[src/rtl/cla_addsub_bist_if.sv]
// Operand/result bundle between the BIST engine and the 4-bit CLA
// adder/subtractor. The engine is the master: it drives A/B/M and
// observes S/Cout. The adder side uses the slave modport.
interface cla_addsub_bist_if;
  logic [3:0] dut_a;
  logic [3:0] dut_b;
  logic       dut_m;
  logic [3:0] dut_s;
  logic       dut_cout;

  modport master (
    output dut_a,
    output dut_b,
    output dut_m,
    input  dut_s,
    input  dut_cout
  );

  modport slave (
    input  dut_a,
    input  dut_b,
    input  dut_m,
    output dut_s,
    output dut_cout
  );
endinterface

[src/rtl/cla_addsub_bist.sv]
// Built-in self-test engine for the 4-bit carry-lookahead adder/subtractor.
// Walks all 512 {M,A,B} vectors in order (M most significant), holds each
// vector for SETTLE cycles, compares {Cout,S} against a golden model,
// counts mismatches (saturating) and captures the first failing vector.
//
// state  | meaning
// -------+--------------------------------------------------------------
// IDLE   | after reset, waiting for start
// DRIVE  | load dut_a/b/m from the vector index (1 cycle)
// WAIT   | hold vector stable for SETTLE cycles (skipped when SETTLE==0)
// CHECK  | compare adder outputs with golden, step index or finish
// DONE   | sweep finished, result presented until the next start
module cla_addsub_bist #(
  parameter int unsigned SETTLE = 1,
  parameter int unsigned ERR_W  = 10
) (
  input  logic                  i_clk,
  input  logic                  i_rst_n,
  input  logic                  i_start,
  cla_addsub_bist_if.master     dut_if,
  output logic                  o_busy,
  output logic                  o_done,
  output logic                  o_pass,
  output logic [ERR_W-1:0]      o_err_count,
  output logic                  o_fail_valid,
  output logic [3:0]            o_fail_a,
  output logic [3:0]            o_fail_b,
  output logic                  o_fail_m
);

  localparam logic [2:0] ST_IDLE  = 3'd0;
  localparam logic [2:0] ST_DRIVE = 3'd1;
  localparam logic [2:0] ST_WAIT  = 3'd2;
  localparam logic [2:0] ST_CHECK = 3'd3;
  localparam logic [2:0] ST_DONE  = 3'd4;

  // WAIT is a down-counter that exits on terminal count zero, so it is
  // loaded with SETTLE-1 to give exactly SETTLE cycles in WAIT.
  localparam logic [3:0] WAIT_LOAD = (SETTLE == 0) ? 4'd0 : 4'(SETTLE - 1);
  localparam logic [8:0] LAST_IDX  = 9'h1FF;

  logic [2:0]       r_state;
  logic [8:0]       r_idx;
  logic [3:0]       r_wait_cnt;
  logic [3:0]       r_dut_a;
  logic [3:0]       r_dut_b;
  logic             r_dut_m;
  logic [ERR_W-1:0] r_err;
  logic             r_fail_valid;
  logic [3:0]       r_fail_a;
  logic [3:0]       r_fail_b;
  logic             r_fail_m;
  logic             r_pass;
  logic             r_busy;
  logic             r_done;

  logic [2:0]       w_state_nxt;
  logic             w_start_sweep;
  logic             w_last;
  logic [3:0]       w_b_eff;
  logic [4:0]       w_gold;
  logic             w_mismatch;
  logic             w_err_sat;
  logic [ERR_W-1:0] w_err_next;

  assign w_last = (r_idx == LAST_IDX);

  // Golden model: subtract is A + ~B + 1, so Cout=1 means no borrow.
  assign w_b_eff    = r_dut_m ? ~r_dut_b : r_dut_b;
  assign w_gold     = {1'b0, r_dut_a} + {1'b0, w_b_eff} + {4'd0, r_dut_m};
  assign w_mismatch = ({dut_if.dut_cout, dut_if.dut_s} != w_gold);
  assign w_err_sat  = &r_err;
  assign w_err_next = (w_mismatch && !w_err_sat) ? (r_err + ERR_W'(1)) : r_err;

  // Next-state decode; start is only honoured from IDLE or DONE.
  always_comb begin
    w_state_nxt   = r_state;
    w_start_sweep = 1'b0;
    case (r_state)
      ST_IDLE, ST_DONE: begin
        if (i_start) begin
          w_state_nxt   = ST_DRIVE;
          w_start_sweep = 1'b1;
        end
      end
      ST_DRIVE: begin
        w_state_nxt = (SETTLE == 0) ? ST_CHECK : ST_WAIT;
      end
      ST_WAIT: begin
        if (r_wait_cnt == 4'd0) begin
          w_state_nxt = ST_CHECK;
        end
      end
      ST_CHECK: begin
        w_state_nxt = w_last ? ST_DONE : ST_DRIVE;
      end
      default: begin
        w_state_nxt = ST_IDLE;
      end
    endcase
  end

  // State register plus registered busy/done derived from the next state.
  always_ff @(posedge i_clk or negedge i_rst_n) begin
    if (!i_rst_n) begin
      r_state <= ST_IDLE;
      r_busy  <= 1'b0;
      r_done  <= 1'b0;
    end else begin
      r_state <= w_state_nxt;
      r_busy  <= (w_state_nxt == ST_DRIVE) || (w_state_nxt == ST_WAIT) ||
                 (w_state_nxt == ST_CHECK);
      r_done  <= (w_state_nxt == ST_DONE);
    end
  end

  // Vector index: cleared on start, stepped after each non-final CHECK.
  always_ff @(posedge i_clk or negedge i_rst_n) begin
    if (!i_rst_n) begin
      r_idx <= 9'd0;
    end else if (w_start_sweep) begin
      r_idx <= 9'd0;
    end else if ((r_state == ST_CHECK) && !w_last) begin
      r_idx <= r_idx + 9'd1;
    end
  end

  // Settle timer: loaded in DRIVE, counts down to terminal count in WAIT.
  always_ff @(posedge i_clk or negedge i_rst_n) begin
    if (!i_rst_n) begin
      r_wait_cnt <= 4'd0;
    end else if (r_state == ST_DRIVE) begin
      r_wait_cnt <= WAIT_LOAD;
    end else if ((r_state == ST_WAIT) && (r_wait_cnt != 4'd0)) begin
      r_wait_cnt <= r_wait_cnt - 4'd1;
    end
  end

  // Operand drive: the vector is launched in DRIVE and held until the
  // next DRIVE, so it stays put through DONE.
  always_ff @(posedge i_clk or negedge i_rst_n) begin
    if (!i_rst_n) begin
      r_dut_a <= 4'd0;
      r_dut_b <= 4'd0;
      r_dut_m <= 1'b0;
    end else if (r_state == ST_DRIVE) begin
      r_dut_m <= r_idx[8];
      r_dut_a <= r_idx[7:4];
      r_dut_b <= r_idx[3:0];
    end
  end

  // Result tracking: error count, first-failure capture and pass flag.
  always_ff @(posedge i_clk or negedge i_rst_n) begin
    if (!i_rst_n) begin
      r_err        <= '0;
      r_fail_valid <= 1'b0;
      r_fail_a     <= 4'd0;
      r_fail_b     <= 4'd0;
      r_fail_m     <= 1'b0;
      r_pass       <= 1'b0;
    end else if (w_start_sweep) begin
      r_err        <= '0;
      r_fail_valid <= 1'b0;
      r_fail_a     <= 4'd0;
      r_fail_b     <= 4'd0;
      r_fail_m     <= 1'b0;
      r_pass       <= 1'b0;
    end else if (r_state == ST_CHECK) begin
      r_err <= w_err_next;
      if (w_mismatch && !r_fail_valid) begin
        r_fail_valid <= 1'b1;
        r_fail_a     <= r_dut_a;
        r_fail_b     <= r_dut_b;
        r_fail_m     <= r_dut_m;
      end
      if (w_last) begin
        r_pass <= (w_err_next == '0);
      end
    end
  end

  assign dut_if.dut_a = r_dut_a;
  assign dut_if.dut_b = r_dut_b;
  assign dut_if.dut_m = r_dut_m;

  assign o_busy       = r_busy;
  assign o_done       = r_done;
  assign o_pass       = r_pass;
  assign o_err_count  = r_err;
  assign o_fail_valid = r_fail_valid;
  assign o_fail_a     = r_fail_a;
  assign o_fail_b     = r_fail_b;
  assign o_fail_m     = r_fail_m;

endmodule

[src/flat_wrapper.sv]
// flat-port wrapper written by rule: the top's interface ports become plain ports
module cla_addsub_bist_flat 
#(
  parameter int unsigned SETTLE = 1,
  parameter int unsigned ERR_W  = 10
)
  (i_clk, i_rst_n, i_start, o_busy, o_done, o_pass, o_err_count, o_fail_valid, o_fail_a, o_fail_b, o_fail_m, dut_if_dut_a, dut_if_dut_b, dut_if_dut_m, dut_if_dut_s, dut_if_dut_cout);
  cla_addsub_bist_if dut_if_i ();
  input  logic i_clk;
  input  logic i_rst_n;
  input  logic i_start;
  output logic o_busy;
  output logic o_done;
  output logic o_pass;
  output logic [ERR_W-1:0] o_err_count;
  output logic o_fail_valid;
  output logic [3:0] o_fail_a;
  output logic [3:0] o_fail_b;
  output logic o_fail_m;
  output wire logic [$bits(dut_if_i.dut_a)-1:0] dut_if_dut_a;
  output wire logic [$bits(dut_if_i.dut_b)-1:0] dut_if_dut_b;
  output wire logic [$bits(dut_if_i.dut_m)-1:0] dut_if_dut_m;
  input wire logic [$bits(dut_if_i.dut_s)-1:0] dut_if_dut_s;
  input wire logic [$bits(dut_if_i.dut_cout)-1:0] dut_if_dut_cout;
  assign dut_if_dut_a = dut_if_i.dut_a;
  assign dut_if_dut_b = dut_if_i.dut_b;
  assign dut_if_dut_m = dut_if_i.dut_m;
  assign dut_if_i.dut_s = dut_if_dut_s;
  assign dut_if_i.dut_cout = dut_if_dut_cout;
  cla_addsub_bist #(.SETTLE(SETTLE), .ERR_W(ERR_W)) u_core (.i_clk(i_clk), .i_rst_n(i_rst_n), .i_start(i_start), .dut_if(dut_if_i), .o_busy(o_busy), .o_done(o_done), .o_pass(o_pass), .o_err_count(o_err_count), .o_fail_valid(o_fail_valid), .o_fail_a(o_fail_a), .o_fail_b(o_fail_b), .o_fail_m(o_fail_m));
endmodule
[config.mk]
export PLATFORM = sky130hd
export DESIGN_NAME = cla_addsub_bist_flat
export DESIGN_NICKNAME = d
export VERILOG_FILES = /design/src/rtl/cla_addsub_bist_if.sv /design/src/rtl/cla_addsub_bist.sv /design/src/flat_wrapper.sv
export SDC_FILE = /design/constraint.sdc
export NUM_CORES = 1
export LEC_CHECK = 0
export ABC_AREA = 0
export CORE_MARGIN = 1.5
export CORE_UTILIZATION = 48
export CTS_CLUSTER_DIAMETER = 120
export CTS_CLUSTER_SIZE = 20
export DETAILED_ROUTE_END_ITERATION = 12
export PLACE_DENSITY = 0.75
export SYNTH_ARGS = -nofsm -noshare
export SYNTH_HDL_FRONTEND = slang
export SYNTH_SLANG_ARGS = --single-unit
[constraint.sdc]
create_clock -name i_clk -period 2.8 [get_ports i_clk]
set_input_delay 0.7 -clock i_clk [delete_from_list [all_inputs] [get_ports i_clk]]
set_output_delay 0.7 -clock i_clk [all_outputs]
set_load 0.05 [all_outputs]
==> qor.csv <==
metric,value,unit
final-stage net count,343,
GP Congestion,0.844,
CTS tree,built,
Mapped Nets,290,
vias in the first global route,2063,
Die Area,0.00579,mm²
Netlist cell types,41,
synthesized area per cell,9.37,µm²
Synth Area in Compound Gates,14.6,%
leakage power,1.44,nW
Final setup violation count,0,
P&R area growth vs syn,28.0,%
Post-Synth Adder-Cell Area,4.19,%
routed wire length,5760,µm
Fill cells,450,
mux contribution to synthesized area,5.12,%
number of synthesized flops with an enable pin,0,
Async SR Flop Fraction,100,%
Worst-path clk slew,0.08,ns
largest net degree at the start of global routing,19,
"Slew Viols, Final",0,
root buffer cell,clkbuf_8,
status,"finished, final reports clean",
Placed Area,0.00309,mm²
YS warnings,0,
H-Tree Depth,2,
Mapped Cells,274,
initial core utilization,49.9,%
min cycle time layout,2.74,ns
clk_lat worst skew,0.30,ns
Rows,26,
crit start category,flip-flop,
I/O pin cnt,40,
RR Endpoint,u_core.o_pass,
Critical path origin,u_core.dut_if.dut_m,
Least-Margin Pin Slew,0.710,ns
worst relative slew slack,52.4,%
WL per Instance,14.5,µm
HPWL Detailed,4110,µm
die height,76.1,µm
Critical Path RT,3.01,ns
CTS hold repair buffers,0,
GRT Util Overall,20.3,%
Synth Cell Area,0.00257,mm²
Via Count,2146,
DRT Pass-1 Iters,4,
R2R setup slack,0.06,ns
core box area,0.00514,mm²
Final Hold Fails,0,
fin crit share,97.8,%
Clock Path Buffers,2,
power density cells,950,mW/mm²
synthesized flop and latch total,48,
worst r2r path cells,9,
design area,0.00329,mm²
Setup crit end kind,flip-flop,
Finished Core Util,63.9,%
worst setup path class,flip-flop to flip-flop,
vias per cell,5.39,
ANT cells,0,
total grt overflow,0,
"Arr. time, crit path",2.95,ns
area share of and/or/nand/nor cells after synthesis,18.4,%
sequential-to-total area share from yosys stat,46.8,%
Die Wd,76.1,µm
global-route wire length before repair,9580,µm
worst min path class,primary input to async pin,
worst r2r src,u_core.dut_if.dut_m,
Final Skew,0.00764,ns
max frequency,0.365,GHz
CP max FO,6,
layout cell share with drive strength beyond 1,15.5,%
Antenna Violating Nets Remaining,0,
RSZ-0062 raised after global routing,yes,
initial antenna violation count,0,
largest family of logic cells by synthesized area,simple AND/OR/NAND/NOR gates,
XOR/XNOR Fraction of Synth Area,7.51,%
ys flop type,dfrtp_1,
I/O Buffers,39,
1st-iter DRT viols,167,
CTS Buf Count,5,
Total Power,3.12,mW
Worst VDD drop,0.529,mV
clock sinks,48,
Max Cap Viol,0,
Critical Path End,u_core.o_pass,
Residual DRC,0,
## per-stage QoR
step	setup TNS [ns]	hold slack [ns]	cells	setup slack, ns
floorplan	-0.137	0.404	274	-0.0729
global placement	-0.00876	0.502	384	-0.00876
detailed placement	-0.358	0.523	384	-0.127
CTS	0	0.328	392	0.0166
global route	-0.0285	0.346	398	-0.0285
finish	0	0.319	398	0.0614
## cell usage after synthesis (8+ instances only)
library cell / n / area, µm²
nor2_1: 20 / 75.1
mux2_2: 9 / 101
xnor2_1: 12 / 105
a21oi_1: 13 / 65.1
inv_1: 8 / 30.0
xor2_1: 10 / 87.6
nand2_1: 43 / 161
o21ai_0: 29 / 145
dfrtp_1: 48 / 1200
## repair_timing
item,CTS,global route
setup endpoints to repair,8,16
cloned,0,1
pin swaps,0,9
gates resized for setup,2,11
buffers inserted,0,5
## per-layer routing
metal	GRT usage [%]	vias to the layer above	part of all wire, %
met1	26.5	1044	48
met2	35.1	43	48
li1	-	1055	-
met5	0	-	0
met3	3.71	4	3.3
met4	5.00	0	0.83
## cells by family after synthesis
| family | Yosys count |
|---|---|
| AND/OR/NAND/NOR | 101 |
| AO/OA/AOI/OAI | 63 |
| adder cells (fa/ha/maj) | 8 |
| flip-flops | 48 |
| buffers and inverters | 20 |
| multiplexers | 12 |
| XOR/XNOR | 22 |
## worst max-delay path: stages (launching register included)
cell and delay [ns]:
dfrtp_2 0.48, xor2_1 0.16, ha_1 0.35, nor2b_4 0.15
a221oi_2 0.26, xor2_1 0.16, and3_4 0.22, or4b_1 0.46
a21o_1 0.20, o31ai_2 0.20
## sequential cells by signal, summed over array words and instances, names as in the netlist
register / flops
u_core.o_done: 1
u_core.o_fail_b: 4
u_core.o_fail_m: 1
u_core.o_fail_valid: 1
u_core.o_busy: 1
u_core.o_fail_a: 4
u_core.r_wait_cnt: 4
u_core.o_pass: 1
u_core.dut_if.dut_a: 4
u_core.r_idx: 9
u_core.r_state: 3
u_core.o_err_count: 10
u_core.dut_if.dut_b: 4
u_core.dut_if.dut_m: 1
## placed cells by master, fill, tap and decap left out, types with 2 or more instances in the layout
cell and instances:
or2_2 2, buf_4 16, nand4_1 3, dfrtp_1 45, dfrtp_2 3, a31oi_1 2
mux2i_1 2, nand2_1 43, inv_1 8, ha_1 7, nor2_1 20, clkbuf_1 2
nand3_1 7, clkbuf_8 6, xor2_1 9, a22o_1 4, o41ai_1 3, nor3_1 5
o22ai_1 2, xnor2_1 12, buf_2 2, o21ai_0 29, a21oi_1 13, clkdlybuf4s50_1 38
and3_1 6, mux2_2 9, nor3_2 2, and4_1 3, nor2b_1 3
## worst min-delay path by stage
stage               slack (ns)                      to  cells past startpoint               start
floorplan                 0.40  u_core.dut_if.dut_a[0]                      0             i_rst_n
global placement          0.50  u_core.dut_if.dut_a[1]                      2     u_core.r_idx[5]
detailed placement        0.52      u_core.o_fail_a[0]                      2  u_core.o_fail_a[0]
CTS                       0.33         u_core.r_idx[1]                      1             i_rst_n
global route              0.35         u_core.r_idx[1]                      1             i_rst_n
finish                    0.32         u_core.r_idx[1]                      1             i_rst_n
## area by class of cell
cell class	count	area, µm²	area share [%]
Tap cell	70	87.6	2.67
Multi-Input combinational cell	206	1350	41.0
Sequential cell	48	1200	36.7
Inverter	9	33.8	1.03
Clock buffer	8	90.1	2.74
Timing Repair Buffer	57	522	15.9
## power by group
| group | leakage [nW] | internal [mW] | switching (mW) | total (mW) |
|---|---|---|---|---|
| clock | 0.0455 | 0.202 | 0.223 | 0.424 |
| combinational | 0.753 | 0.633 | 1.00 | 1.64 |
| sequential | 0.639 | 0.867 | 0.193 | 1.06 |
| total | 1.44 | 1.70 | 1.42 | 3.12 |
(Power assumes the default switching activity.)
